--- src/rtl/exe_pipeline_ctrl.sv ---
// Execute-stage pipeline controller: RAW hazard stall, branch flush, memory-wait freeze, NZCV register.
// Optional operand forwarding is enabled with `define FORWARDING_EN.
module exe_pipeline_ctrl #(
  parameter int unsigned MAX_WAIT = 16,
  parameter int unsigned CNT_W    = 5
) (
  input  logic       clk,
  input  logic       rst,
  input  logic [3:0] id_src1,
  input  logic [3:0] id_src2,
  input  logic       id_src1_used,
  input  logic       id_src2_used,
  input  logic       exe_valid,
  input  logic       exe_wb_en,
  input  logic [3:0] exe_dest,
  input  logic       exe_mem_r_en,
  input  logic       exe_s,
  input  logic       exe_branch_taken,
  input  logic [3:0] alu_nzcv,
  input  logic       mem_wb_en,
  input  logic [3:0] mem_dest,
  input  logic       mem_req,
  input  logic       mem_ready,
  output logic       freeze,
  output logic       stall_front,
  output logic       bubble_id_exe,
  output logic       flush_if_id,
  output logic [3:0] status_nzcv,
  output logic       wait_timeout,
  output logic [1:0] fwd_sel1,
  output logic [1:0] fwd_sel2
);

  typedef enum logic [1:0] {RUN, MEM_WAIT, FLUSH} state_t;

  localparam logic [CNT_W-1:0] MAX_CNT = CNT_W'(MAX_WAIT);

  state_t           state, next_state;
  logic [CNT_W-1:0] wait_cnt, cnt_inc;
  logic             mem_stall, branch, hazard;
  logic             exe_m1, exe_m2, mem_m1, mem_m2;

  assign mem_stall = mem_req && !mem_ready;
  assign branch    = exe_valid && exe_branch_taken;
  assign exe_m1    = id_src1_used && exe_wb_en && (id_src1 == exe_dest);
  assign exe_m2    = id_src2_used && exe_wb_en && (id_src2 == exe_dest);
  assign mem_m1    = id_src1_used && mem_wb_en && (id_src1 == mem_dest);
  assign mem_m2    = id_src2_used && mem_wb_en && (id_src2 == mem_dest);

`ifdef FORWARDING_EN
  assign hazard   = exe_mem_r_en && (exe_m1 || exe_m2);
  assign fwd_sel1 = rst ? 2'd0 : (exe_m1 && !exe_mem_r_en) ? 2'd1 : mem_m1 ? 2'd2 : 2'd0;
  assign fwd_sel2 = rst ? 2'd0 : (exe_m2 && !exe_mem_r_en) ? 2'd1 : mem_m2 ? 2'd2 : 2'd0;
`else
  assign hazard   = exe_m1 || exe_m2 || mem_m1 || mem_m2;
  assign fwd_sel1 = 2'd0;
  assign fwd_sel2 = 2'd0;
`endif

  // Hazard stalls apply on any cycle where the pipeline advances without a new flush,
  // including the FLUSH cycle and the cycle memory completes.
  always_comb begin
    freeze        = 1'b0;
    stall_front   = 1'b0;
    bubble_id_exe = 1'b0;
    flush_if_id   = 1'b0;
    next_state    = state;
    if (!rst) begin
      case (state)
        RUN, FLUSH: begin
          if (mem_stall) begin
            freeze     = 1'b1;
            next_state = MEM_WAIT;
          end else if (state == RUN && branch) begin
            flush_if_id   = 1'b1;
            bubble_id_exe = 1'b1;
            next_state    = FLUSH;
          end else begin
            stall_front   = hazard;
            bubble_id_exe = hazard;
            next_state    = RUN;
          end
        end
        MEM_WAIT: begin
          if (!mem_ready) begin
            freeze = 1'b1;
          end else if (branch) begin
            flush_if_id   = 1'b1;
            bubble_id_exe = 1'b1;
            next_state    = FLUSH;
          end else begin
            stall_front   = hazard;
            bubble_id_exe = hazard;
            next_state    = RUN;
          end
        end
        default: next_state = RUN;
      endcase
    end
  end

  assign cnt_inc = (wait_cnt == MAX_CNT) ? wait_cnt : wait_cnt + CNT_W'(1);

  always_ff @(posedge clk) begin
    if (rst) begin
      state        <= RUN;
      wait_cnt     <= '0;
      wait_timeout <= 1'b0;
      status_nzcv  <= '0;
    end else begin
      state <= next_state;
      if (state == MEM_WAIT && !mem_ready) begin
        wait_cnt <= cnt_inc;
        if (cnt_inc == MAX_CNT)
          wait_timeout <= 1'b1;
      end else begin
        wait_cnt <= '0;
      end
      if (exe_valid && exe_s && !freeze)
        status_nzcv <= alu_nzcv;
    end
  end

endmodule

--- config.mk ---
export PLATFORM = sky130hd
export DESIGN_NAME = exe_pipeline_ctrl
export DESIGN_NICKNAME = d
export VERILOG_FILES = /design/src/rtl/exe_pipeline_ctrl.sv
export SDC_FILE = /design/constraint.sdc
export NUM_CORES = 1
export LEC_CHECK = 0
export CAP_MARGIN = 20
export CELL_PAD_IN_SITES_DETAIL_PLACEMENT = 1
export CELL_PAD_IN_SITES_GLOBAL_PLACEMENT = 1
export CORE_ASPECT_RATIO = 1.2
export CORE_MARGIN = 5
export CORE_UTILIZATION = 41
export CTS_CLUSTER_DIAMETER = 60
export DETAILED_ROUTE_END_ITERATION = 16
export DONT_BUFFER_PORTS = 1
export PLACE_DENSITY = 0.83
export SYNTH_ARGS = -nofsm -noshare
export SYNTH_HDL_FRONTEND = slang
export SYNTH_SLANG_ARGS = --single-unit
--- constraint.sdc ---
create_clock -name clk -period 1.85 [get_ports clk]
set_clock_uncertainty 0.15 [all_clocks]
set_input_delay 0.185 -clock clk [delete_from_list [all_inputs] [get_ports clk]]
set_output_delay 0.185 -clock clk [all_outputs]
set_load 0.05 [all_outputs]
==> results of run 1 <==
## report_power, final
part | internal (uW) | switching [uW] | total (uW)
sequential | 265 | 20.4 | 285
clock | 120 | 89.8 | 209
combinational | 50.5 | 75.6 | 126
## synth_stat cells, types with 2 or more instances
library cell | count | area, um^2
sky130_fd_sc_hd__dfxtp_1 | 12 | 240
sky130_fd_sc_hd__buf_4 | 4 | 30.0
sky130_fd_sc_hd__nand2_1 | 2 | 7.51
sky130_fd_sc_hd__nor3_1 | 6 | 30.0
sky130_fd_sc_hd__ha_1 | 2 | 25.0
sky130_fd_sc_hd__mux2i_1 | 4 | 40.0
sky130_fd_sc_hd__or3_1 | 2 | 12.5
sky130_fd_sc_hd__o211ai_1 | 3 | 22.5
sky130_fd_sc_hd__xnor2_1 | 2 | 17.5
sky130_fd_sc_hd__a222oi_1 | 3 | 30.0
sky130_fd_sc_hd__o22ai_1 | 3 | 18.8
sky130_fd_sc_hd__nor2_1 | 11 | 41.3
sky130_fd_sc_hd__xor2_1 | 7 | 61.3
sky130_fd_sc_hd__nand3_1 | 7 | 35.0
sky130_fd_sc_hd__inv_1 | 14 | 52.6
sky130_fd_sc_hd__nand2b_1 | 2 | 12.5
sky130_fd_sc_hd__a21oi_1 | 4 | 20.0
## registers in the layout, summed over array words and instances, names as in the netlist
register and cells:
wait_cnt 5, status_nzcv 4, state 2, wait_timeout 1
## metal layers
metal  share of wire  vias up  GRT usage
met3           0.079        8     0.0756
met1            0.33      388      0.159
met2            0.56       37      0.339
met4           0.028        0     0.0769
met5               0        -          0
li1                -      383          -
## placed cells by master, fill, tap and decap left out, drive strengths merged
cell type / instances
a211oi: 2
a21oi: 4
a222oi: 3
a22oi: 1
a311o: 1
a311oi: 1
a41oi: 1
and3b: 1
buf: 4
clkbuf: 4
conb: 4
dfxtp: 12
dlygate4sd3: 7
ha: 2
inv: 14
mux2: 1
mux2i: 4
nand2: 2
nand2b: 2
nand3: 7
nand3b: 1
nor2: 12
nor2b: 1
nor3: 6
nor4: 1
o211ai: 3
o21ai: 1
o22ai: 3
or3: 2
xnor2: 2
xor2: 7
## layout make-up
type | count | share of cell area
Timing Repair Buffer | 11 | 0.104
Tap cell | 19 | 0.0238
Clock buffer | 4 | 0.0364
Multi-Input combinational cell | 75 | 0.541
Sequential cell | 12 | 0.242
Inverter | 14 | 0.0527
## stage by stage
stage          utilization  instance area (um^2)  worst slack [ns]  hold WS [ns]
3_5_place_dp         0.466                   882             0.191         0.112
5_1_grt              0.527                   997            0.0373        0.0269
3_3_place_gp         0.466                   882             0.256         0.109
4_1_cts              0.522                   988            0.0258       0.00911
6_report             0.527                   997             0.130        0.0126
2_1_floorplan            -                   862          -0.00869         0.113
## cell families after synthesis
family,synth area share
and+or+nand+nor,0.231
AOI/OAI and AO/OA,0.183
buffers and inverters,0.104
DFF,0.290
xor gates and xnor gates,0.0952
muxes,0.0619
adders and majority gates,0.0302
other,0.00453
## path summary, 6_finish.rpt
path | from | end | slack [ns]
setup / recovery | state[0]$_SDFFE_PP0N_ | stall_front | 0.13
hold reg to reg | wait_cnt[3]$_SDFF_PP0_ | wait_cnt[3]$_SDFF_PP0_ | 0.48
setup reg to reg | wait_cnt[0]$_SDFF_PP0_ | wait_timeout$_SDFFE_PP0P_ | 0.20
hold / removal | exe_branch_taken | state[1]$_SDFFE_PP0N_ | 0.01
## what timing repair did
| action | in CTS | in global routing |
|---|---|---|
| resized for setup | 0 | 3 |
| setup buffers | 0 | 0 |
| endpoints found under the hold margin | 7 | 0 |
| endpoints found under the setup margin | 0 | 1 |
| hold buffers | 7 | 0 |
## worst max-delay path, stage by stage, from the launching register on
cell and delay [ns]:
sky130_fd_sc_hd__dfxtp_2 0.34, sky130_fd_sc_hd__a21oi_2 0.10, sky130_fd_sc_hd__a21oi_1 0.06, sky130_fd_sc_hd__a311o_1 0.29, sky130_fd_sc_hd__a21oi_2 0.14, sky130_fd_sc_hd__buf_6 0.18
==> summary.txt, run 1 <==
STATUS
---------------------------------------------------------------------------------
Result of the run                                                       completed

SETUP PATH
---------------------------------------------------------------------------------
Launching element type of the critical path                              register
Crit path DAT                                                             1.39 ns
Largest fanout on the critical path                                             4
Req. time, crit path                                                      1.51 ns
Kind of end point of the critical path                                output port
Cell depth of the worst flop-to-flop path                                       7
CP Class                                                                  reg2out

YOSYS
---------------------------------------------------------------------------------
Yosys warning total                                                             0
Instance count of the mapped netlist                                          103
Total standard cell area after synthesis                                 828 um^2
Synth Area per Inst                                                     8.04 um^2
Post-synth top flop                                                  sky130_fd_sc_hd__dfxtp_1
Sequential share of the synthesized area                                    0.290
EDFF count, synth                                                               0
Async set-or-reset flop fraction in the synthesized netlist                     0
Number of flip-flops and latches in the synthesized netlist                    12
Netlist cell types                                                             32

GRT
---------------------------------------------------------------------------------
Number of antenna violations at the first check in global routing               0
Total grt overflow                                                              0
Pin count of the biggest net entering global routing                            8
Overall global routing resource usage                                       0.177
Via count of the first global-routing pass                                    878
Wire length of the first global-routing pass                              3940 um

POWER
---------------------------------------------------------------------------------
Largest voltage drop on the vdd net                                      0.498 mV
PD cells                                                              622 nW/um^2
Leakage power figure                                                  0.000389 uW
Tot Pwr                                                                    621 uW

PLACED DESIGN
---------------------------------------------------------------------------------
Half-perimeter wire length of the detailed placement result               1880 um
Total instance count after detailed placement                                 124
Final GP Congestion                                                         0.774
Number of buffers added on ports                                                0

FLOORPLANNING
---------------------------------------------------------------------------------
Die X                                                                     51.0 um
Initial core utilization                                                    0.438
Core Rows                                                                      17
Die footprint                                                           3020 um^2
Die span in y                                                             59.2 um
Number of top-level design ports                                               45
Area of the placeable core                                              1890 um^2

CLOCK TREE
---------------------------------------------------------------------------------
Root Buffer                                                          sky130_fd_sc_hd__clkbuf_4
Htree depth                                                                     1
Clock tree from TritonCTS                                                    done
Number of clock buffers inserted by TritonCTS                                   3
CTS max path bufs                                                               2
Count of clock tree sinks                                                      12
Clock latency of the later-clocked register in the worst-skew pair        0.27 ns
Register clock-pin slew on the reported worst setup and hold paths        0.08 ns

CELLS AND AREA
---------------------------------------------------------------------------------
Number of antenna cells inserted                                                0
Area of the multi-input gates                                            539 um^2
Fraction of layout instances using a drive strength above 1                 0.138
Area taken by flip-flops and latches                                     241 um^2
Post-layout nets                                                              151
Final instance count without filler cells                                     135
Layout filler cell count                                                      234
Relative area change from synthesis to final layout                         20.4%

ROUTE
---------------------------------------------------------------------------------
Routed wirelength normalized by instance count                            18.6 um
Post-route ant nets                                                             0
Via density                                                                  6.04
Starting DRC count in detailed routing                                         16
TritonRoute pass-1 iters                                                        4
DRC viols                                                                       0
Total Routed Length                                                       2510 um
Vias after detailed routing                                                   816

STA
---------------------------------------------------------------------------------
Final-layout setup total negative slack                                      0 ns
Min Clock Period, post-route                                              1.72 ns
Number of hold-slack violations in the final timing report                      0
Max_slew headroom                                                           0.648
Peak clock frequency supported by timing                                0.581 GHz
Transition time of the tightest slew-check pin                           0.528 ns
Total setup violations reported at the end of the flow                          0
Final Max Slew Viols                                                            0
Crit share post-route                                                       0.930
RSZ-0062 raised after global routing                                           no

HOLD PATH
---------------------------------------------------------------------------------
Worst min-delay path category                                              in2reg
Worst Hold Path Cells                                                           2

JOB
---------------------------------------------------------------------------------
Max Cap Viol                                                                    0

Note: power is estimated with default switching activity, not from simulation.
==> run 2, diff against run 1 <==
--- a/config.mk
+++ b/config.mk
@@ -14,7 +14,7 @@
 export CTS_CLUSTER_DIAMETER = 60
 export DETAILED_ROUTE_END_ITERATION = 16
 export DONT_BUFFER_PORTS = 1
-export PLACE_DENSITY = 0.83
+export PLACE_DENSITY = 0.74
 export SYNTH_ARGS = -nofsm -noshare
 export SYNTH_HDL_FRONTEND = slang
 export SYNTH_SLANG_ARGS = --single-unit
==> run 2 against run 1 <==
Die area unchanged. Power shrank 1.4%. Highest routed layer unchanged. Via count is 3.4% lower. Largest power group unchanged. Fmax fell by 2.3%. Global-route usage is 1.7 points lower. Core utilization down 0.59 points. Flip-flop and latch count unchanged. Critical path depth is the same. Largest cell class unchanged. Sequential power about the same. Sequential share of layout area increased by 0.15 points.
==> summary.txt, run 2 (same netlist as run 1, synthesis figures left out) <==
STATUS
---------------------------------------------------------------------------------
Result of the run                                                       completed

FLOORPLANNING
---------------------------------------------------------------------------------
Number of top-level design ports                                               45   unchanged
Core Rows                                                                      17   unchanged
Die span in y                                                             59.2 um   unchanged
Die X                                                                     51.0 um   unchanged
Die footprint                                                           3020 um^2   unchanged
Area of the placeable core                                              1890 um^2   unchanged
Initial core utilization                                                    0.438   unchanged

HOLD PATH
---------------------------------------------------------------------------------
Worst min-delay path category                                              in2reg
Origin of the worst min-delay path                                   exe_branch_taken

POWER
---------------------------------------------------------------------------------
Leakage power figure                                                  0.000383 uW   -1.6%
Switching power                                                            178 uW   -3.9%
Switch share                                                                0.292   -0.00756
Part of the total power dissipated in combinational logic                   0.202   about the same
Largest voltage drop on the vdd net                                      0.363 mV   -27%
Internal power                                                             433 uW   -0.37%
Proportion of power drawn by flip-flops and latches                         0.465   +0.005
Clk network pwr share                                                       0.332   -0.005
PD cells                                                              620 nW/um^2   -0.31%

CLOCK TREE
---------------------------------------------------------------------------------
Htree depth                                                                     1   unchanged
Root Buffer                                                          sky130_fd_sc_hd__clkbuf_4
Register clock-pin slew on the reported worst setup and hold paths        0.07 ns   about the same
Count of clock tree sinks                                                      12   unchanged
CTS max path bufs                                                               2   unchanged
Number of clock buffers inserted by TritonCTS                                   3   unchanged
Clock tree from TritonCTS                                                    done
Clock latency of the later-clocked register in the worst-skew pair        0.27 ns   about the same

STA
---------------------------------------------------------------------------------
Final Max Slew Viols                                                            0   unchanged
Crit share post-route                                                       0.951   +0.0216
Final worst slack                                                       0.0900 ns   -0.0400 ns
Min Clock Period, post-route                                              1.76 ns   +0.0400 ns
Max_slew headroom                                                           0.651   +0.00299
Final-layout setup total negative slack                                      0 ns   unchanged
Total setup violations reported at the end of the flow                          0   unchanged
RSZ-0062 raised after global routing                                           no
Transition time of the tightest slew-check pin                           0.523 ns   -0.00448 ns
Number of hold-slack violations in the final timing report                      0   unchanged
Peak clock frequency supported by timing                                0.568 GHz   -2.3%

ROUTE
---------------------------------------------------------------------------------
Post-route ant nets                                                             0   unchanged
DRC viols                                                                       0   unchanged
Starting DRC count in detailed routing                                         14   -2
Vias after detailed routing                                                   788   -3.4%
Via density                                                                  5.88   -2.7%
Routed wirelength normalized by instance count                            16.9 um   -9.0%
Total Routed Length                                                       2260 um   -9.7%
TritonRoute pass-1 iters                                                        4   unchanged

SETUP PATH
---------------------------------------------------------------------------------
Kind of end point of the critical path                                output port
Req. time, crit path                                                      1.51 ns   about the same
Worst flop-to-flop path startpoint                                   wait_cnt[0]$_SDFF_PP0_
Crit path DAT                                                             1.42 ns   +0.03 ns
Launching element type of the critical path                              register
Critical Path Start                                                  state[0]$_SDFFE_PP0N_
CP Class                                                                  reg2out
Largest fanout on the critical path                                             4   unchanged

PLACED DESIGN
---------------------------------------------------------------------------------
Post-detailed-placement cell area                                        882 um^2   unchanged
Half-perimeter wire length of the detailed placement result               1750 um   -6.7%
Final GP Congestion                                                         0.702   -9.3%
Post-place setup slack                                                   0.244 ns   +0.0526 ns
Number of buffers added on ports                                                0   unchanged

CELLS AND AREA
---------------------------------------------------------------------------------
Relative area change from synthesis to final layout                         19.0%
Highest-count cells in the layout ignoring fill and taps             sky130_fd_sc_hd__inv_1 (14), sky130_fd_sc_hd__dfxtp_1 (12), sky130_fd_sc_hd__nor2_1 (11)
Most common library cell in the layout ignoring fill and taps        sky130_fd_sc_hd__inv_1
Area taken by flip-flops and latches                                     240 um^2   -0.52%
Number of antenna cells inserted                                                0   unchanged
Fin area                                                                 986 um^2   -1.1%
Fraction of layout instances using a drive strength above 1                 0.130   -0.00750
Post-layout nets                                                              150   -0.66%
Layout filler cell count                                                      230   -1.7%
Max reg flops                                                                   5   unchanged
Register ranked first by flip-flop count                                 wait_cnt
Area of the multi-input gates                                            539 um^2   unchanged
Largest registers                                                    wait_cnt (5), status_nzcv (4), state (2)

GRT
---------------------------------------------------------------------------------
Total grt overflow                                                              0   unchanged
Overall global routing resource usage                                       0.160   -0.0172
Via count of the first global-routing pass                                    830   -5.5%
Wire length of the first global-routing pass                              3630 um   -7.9%
Pin count of the biggest net entering global routing                            8   unchanged
Number of antenna violations at the first check in global routing               0   unchanged

JOB
---------------------------------------------------------------------------------
Max Cap Viol                                                                    0   unchanged

[run 2: cell count changes in the layout (fill, tap and decap cells not counted), sizes merged]
| cell | delta |
|---|---|
| dlygate4sd3 | -1 |
[run 2: final timing paths]
check / end / slack (ns) / cells after the start
worst min register to register: wait_cnt[3]$_SDFF_PP0_ / 0.42 / 2
worst max-delay path: stall_front / 0.09 / 5
worst min-delay path: state[1]$_SDFFE_PP0N_ / 0.02 / 2
worst max register to register: wait_timeout$_SDFFE_PP0P_ / 0.27 / 7
[run 2: what timing repair did]
item	CTS	global route
hold buffers	6	0
gates resized for setup	0	2
endpoints found under the setup margin	0	1
setup buffers	0	0
endpoints found under the hold margin	7	0
[run 2: area by class of cell]
type | count | share of cell area
Multi-Input combinational cell | 75 | 0.547
Sequential cell | 12 | 0.244
Timing Repair Buffer | 10 | 0.0952
Inverter | 14 | 0.0533
Clock buffer | 4 | 0.0368
Tap cell | 19 | 0.0241
[run 2: routing by layer]
| metal | global-route usage | part of all wire | vias to the layer above |
|---|---|---|---|
| met3 | 0.0529 | 0.076 | 2 |
| met2 | 0.308 | 0.57 | 24 |
| met4 | 0.0808 | 0.0075 | 0 |
| met1 | 0.147 | 0.35 | 381 |
| met5 | 0 | 0 | - |
| li1 | - | - | 381 |
[run 2: critical path, stage by stage, from the launching register on]
cell and delay, ns:
sky130_fd_sc_hd__dfxtp_1 0.34, sky130_fd_sc_hd__a21oi_2 0.11, sky130_fd_sc_hd__a21oi_1 0.07, sky130_fd_sc_hd__a311o_1 0.34, sky130_fd_sc_hd__a21oi_2 0.13, sky130_fd_sc_hd__buf_6 0.17
[run 2: power groups by stage]
stage          logic, uW  clock network (uW)  registers (uW)
2_1_floorplan        103                   0             289
3_3_place_gp         104                   0             290
3_5_place_dp         109                   0             291
4_1_cts              122                 215             284
5_1_grt              135                 224             286
6_report             124                 203             285
[run 2: through the flow]
stage | hold slack (ns) | instances | utilization | total power [uW]
final | 0.0156 | 134 | 0.521 | 612
after floorplan | 0.113 | 106 | - | 392
after CTS | 0.00898 | 134 | 0.517 | 622
after global placement | 0.109 | 124 | 0.466 | 395
after global routing | 0.0117 | 134 | 0.521 | 644
after detailed placement | 0.111 | 124 | 0.466 | 400
==> run 3, diff against run 2 <==
--- a/config.mk
+++ b/config.mk
@@ -10,11 +10,11 @@
 export CELL_PAD_IN_SITES_GLOBAL_PLACEMENT = 1
 export CORE_ASPECT_RATIO = 1.2
 export CORE_MARGIN = 5
-export CORE_UTILIZATION = 41
+export CORE_UTILIZATION = 37
 export CTS_CLUSTER_DIAMETER = 60
 export DETAILED_ROUTE_END_ITERATION = 16
 export DONT_BUFFER_PORTS = 1
-export PLACE_DENSITY = 0.74
+export PLACE_DENSITY = 0.7
 export SYNTH_ARGS = -nofsm -noshare
 export SYNTH_HDL_FRONTEND = slang
 export SYNTH_SLANG_ARGS = --single-unit
==> constraint.sdc (replaced) <==
create_clock -name clk -period 1.6 [get_ports clk]
set_clock_uncertainty 0.15 [all_clocks]
set_input_delay 0.16 -clock clk [delete_from_list [all_inputs] [get_ports clk]]
set_output_delay 0.16 -clock clk [all_outputs]
set_load 0.05 [all_outputs]
==> run 3 against run 2 <==
Clock power is 22% higher. Critical path type unchanged. Highest routed layer unchanged. First-iteration DRC count is 43% higher. Die area is 8.8% higher. Clock-buffer cell count stayed put. Via count is 4.4% higher. Sequential share of layout area is 3.0 points lower. Combinational power is 52% higher. The run now ends with hold timing, setup timing left. Wire length is 15% higher.
==> summary.txt, run 3 (same netlist as run 1, synthesis figures left out) <==
STATUS
---------------------------------------------------------------------------------
Result of the run                                                    finished, violations left
Failing checks                                                       hold timing, setup timing

GRT
---------------------------------------------------------------------------------
Wire length of the first global-routing pass                              3870 um   +6.6%
Via count of the first global-routing pass                                    910   +9.6%
Total grt overflow                                                              0   unchanged
Pin count of the biggest net entering global routing                            8   unchanged
Overall global routing resource usage                                       0.160   -0.000437
Global routing usage on met3                                               0.0382   -0.0147
Met2 layer usage reported by global route                                   0.310   +0.00273
GR peak layer                                                                met2
Met1 capacity usage during global routing                                   0.161   +0.0139
Number of antenna violations at the first check in global routing               0   unchanged

POWER
---------------------------------------------------------------------------------
Largest voltage drop on the vdd net                                      0.331 mV   -8.8%
Leakage power figure                                                  0.000457 uW   +19%
PD cells                                                              644 nW/um^2   +3.8%

FLOORPLANNING
---------------------------------------------------------------------------------
Initial core utilization                                                    0.395   -0.0421
Die span in y                                                             61.8 um   +4.4%
Die X                                                                     53.2 um   +4.2%
Die footprint                                                           3290 um^2   +8.8%
Number of top-level design ports                                               45   unchanged
Area of the placeable core                                              2090 um^2   +11%
Core Rows                                                                      18   +1

CELLS AND AREA
---------------------------------------------------------------------------------
Highest-count cells in the layout ignoring fill and taps             sky130_fd_sc_hd__nor2_1 (11), sky130_fd_sc_hd__inv_1 (11), sky130_fd_sc_hd__buf_4 (10)
Number of antenna cells inserted                                                0   unchanged
Max reg flops                                                                   5   unchanged
Final cell utilization of the core                                          0.554   +0.0329
Largest registers                                                    wait_cnt (5), status_nzcv (4), state (2)
Relative area change from synthesis to final layout                         40.0%
Fraction of layout instances using a drive strength above 1                 0.302   +0.171
Post-layout nets                                                              161   +7.3%
Register ranked first by flip-flop count                                 wait_cnt

SETUP PATH
---------------------------------------------------------------------------------
Largest fanout on the critical path                                             4   unchanged
Minimum setup slack among reg-to-reg paths                                   0 ns   -0.27 ns
Max incr delay on CP                                                      0.35 ns   about the same
Most used cell, CP                                                   sky130_fd_sc_hd__a21oi_2
CP Class                                                                  reg2out
Instance count on the critical path                                             5   unchanged
Reg-to-reg endpoint                                                  status_nzcv[0]$_SDFFE_PP0P_
Top delay family on crit path                                        compound AO/OA/AOI/OAI gates
Crit-path slowest cell                                               sky130_fd_sc_hd__dfxtp_2
Critical Path Start                                                  state[0]$_SDFFE_PP0N_
Cell depth of the worst flop-to-flop path                                       6   -1
Launching element type of the critical path                              register
Worst path bufs/invs                                                            2   +1
CP endpoint                                                          bubble_id_exe
Worst flop-to-flop path startpoint                                   state[1]$_SDFFE_PP0N_
Req. time, crit path                                                      1.29 ns   -0.22 ns
Kind of end point of the critical path                                output port
List of cells traversed by the critical path                         a21oi_2 -> a21oi_2 -> buf_4 -> a311oi_2 -> buf_6
Crit path DAT                                                             1.39 ns   -0.03 ns

STA
---------------------------------------------------------------------------------
Crit share post-route                                                        1.06
Min Clock Period, post-route                                              1.70 ns
Number of hold-slack violations in the final timing report                      1   +1
Final worst slack                                                      -0.0958 ns   -0.186 ns
Min Hold Slack                                                        -0.00312 ns   -0.0188 ns
RSZ-0062 raised after global routing                                          yes
Final Max Slew Viols                                                            0   unchanged
Total setup violations reported at the end of the flow                          4   +4
Peak clock frequency supported by timing                                0.590 GHz

HOLD PATH
---------------------------------------------------------------------------------
Worst min-delay path category                                              in2reg

ROUTE
---------------------------------------------------------------------------------
Post-route ant nets                                                             0   unchanged
TritonRoute pass-1 iters                                                        4   unchanged
Starting DRC count in detailed routing                                         20   +6
DRC viols                                                                       0   unchanged
Routed wirelength normalized by instance count                            16.6 um   -1.6%
Vias after detailed routing                                                   823   +4.4%
Total Routed Length                                                       2590 um   +15%
Via density                                                                  5.28   -10%

PLACED DESIGN
---------------------------------------------------------------------------------
Final GP Congestion                                                         0.706   +0.57%
Number of buffers added on ports                                                0   unchanged
Half-perimeter wire length of the detailed placement result               1830 um   +4.8%
Post-place setup slack                                                  0.0151 ns   -0.228 ns

CLOCK TREE
---------------------------------------------------------------------------------
Number of clock buffers inserted by TritonCTS                                   3   unchanged
CTS max path bufs                                                               2   unchanged
Htree depth                                                                     1   unchanged
Count of clock tree sinks                                                      12   unchanged
Clock tree from TritonCTS                                                    done
Register clock-pin slew on the reported worst setup and hold paths        0.08 ns   about the same
Root Buffer                                                          sky130_fd_sc_hd__clkbuf_4
Clock latency of the later-clocked register in the worst-skew pair        0.28 ns   about the same

JOB
---------------------------------------------------------------------------------
Max Cap Viol                                                                    0   unchanged

-- run 3: final cells by class --
class | instances | area (um^2)
clock buffer | 4 | 36.3
fill | 264 | 935
inverter | 14 | 55.1
multi-input combinational | 75 | 586
sequential | 12 | 248
tap | 30 | 37.5
timing repair buffer | 21 | 198
-- run 3: layer usage --
layer	up-vias	wire (um)
met4	0	39
met5	-	0
li1	399	-
met3	4	175
met2	28	1450
met1	392	926
-- run 3: what timing repair did --
item,4_1_cts,5_1_grt
setup endpoints to repair,4,10
cloned,0,0
pin swaps,2,4
endpoints found under the hold margin,7,0
hold buffers,8,0
resized for setup,6,15
setup buffers,1,3
-- run 3: worst register-to-register path, cell delays in order, from the launching register on --
cell and delay, ns:
sky130_fd_sc_hd__dfxtp_2 0.36, sky130_fd_sc_hd__nand2b_1 0.25, sky130_fd_sc_hd__a211oi_4 0.11, sky130_fd_sc_hd__buf_4 0.16, sky130_fd_sc_hd__nor2_4 0.17, sky130_fd_sc_hd__mux2i_1 0.22, sky130_fd_sc_hd__nor2_1 0.07
-- run 3: how the worst min path moves through the flow --
stage	startpoint	end	slack (ns)	cells after the start
4_1_cts	mem_req	state[1]$_SDFFE_PP0N_	0.0004	3
2_1_floorplan	mem_ready	state[0]$_SDFFE_PP0N_	0.09	1
5_1_grt	mem_req	state[1]$_SDFFE_PP0N_	0.04	3
3_5_place_dp	rst	status_nzcv[3]$_SDFFE_PP0P_	0.09	1
6_report	mem_req	state[1]$_SDFFE_PP0N_	-0.003	3
3_3_place_gp	rst	status_nzcv[0]$_SDFFE_PP0P_	0.08	1
-- run 3: power breakdown --
group	switching (uW)	internal, uW	total, uW
logic	111	77.1	189
registers	5.62	305	311
clock network	109	138	248
total	226	521	747
-- run 3: through the flow --
| stage | setup TNS (ns) | instance area, um^2 | cells | hold WS [ns] | total power (uW) |
|---|---|---|---|---|---|
| after floorplan | -0.588 | 862 | 106 | 0.0885 | 453 |
| after global placement | 0 | 946 | 140 | 0.0846 | 466 |
| after detailed placement | 0 | 946 | 140 | 0.0867 | 472 |
| after CTS | -0.144 | 1090 | 153 | 0.000393 | 744 |
| after global routing | -0.722 | 1160 | 156 | 0.0380 | 784 |
| final | -0.248 | 1160 | 156 | -0.00312 | 747 |
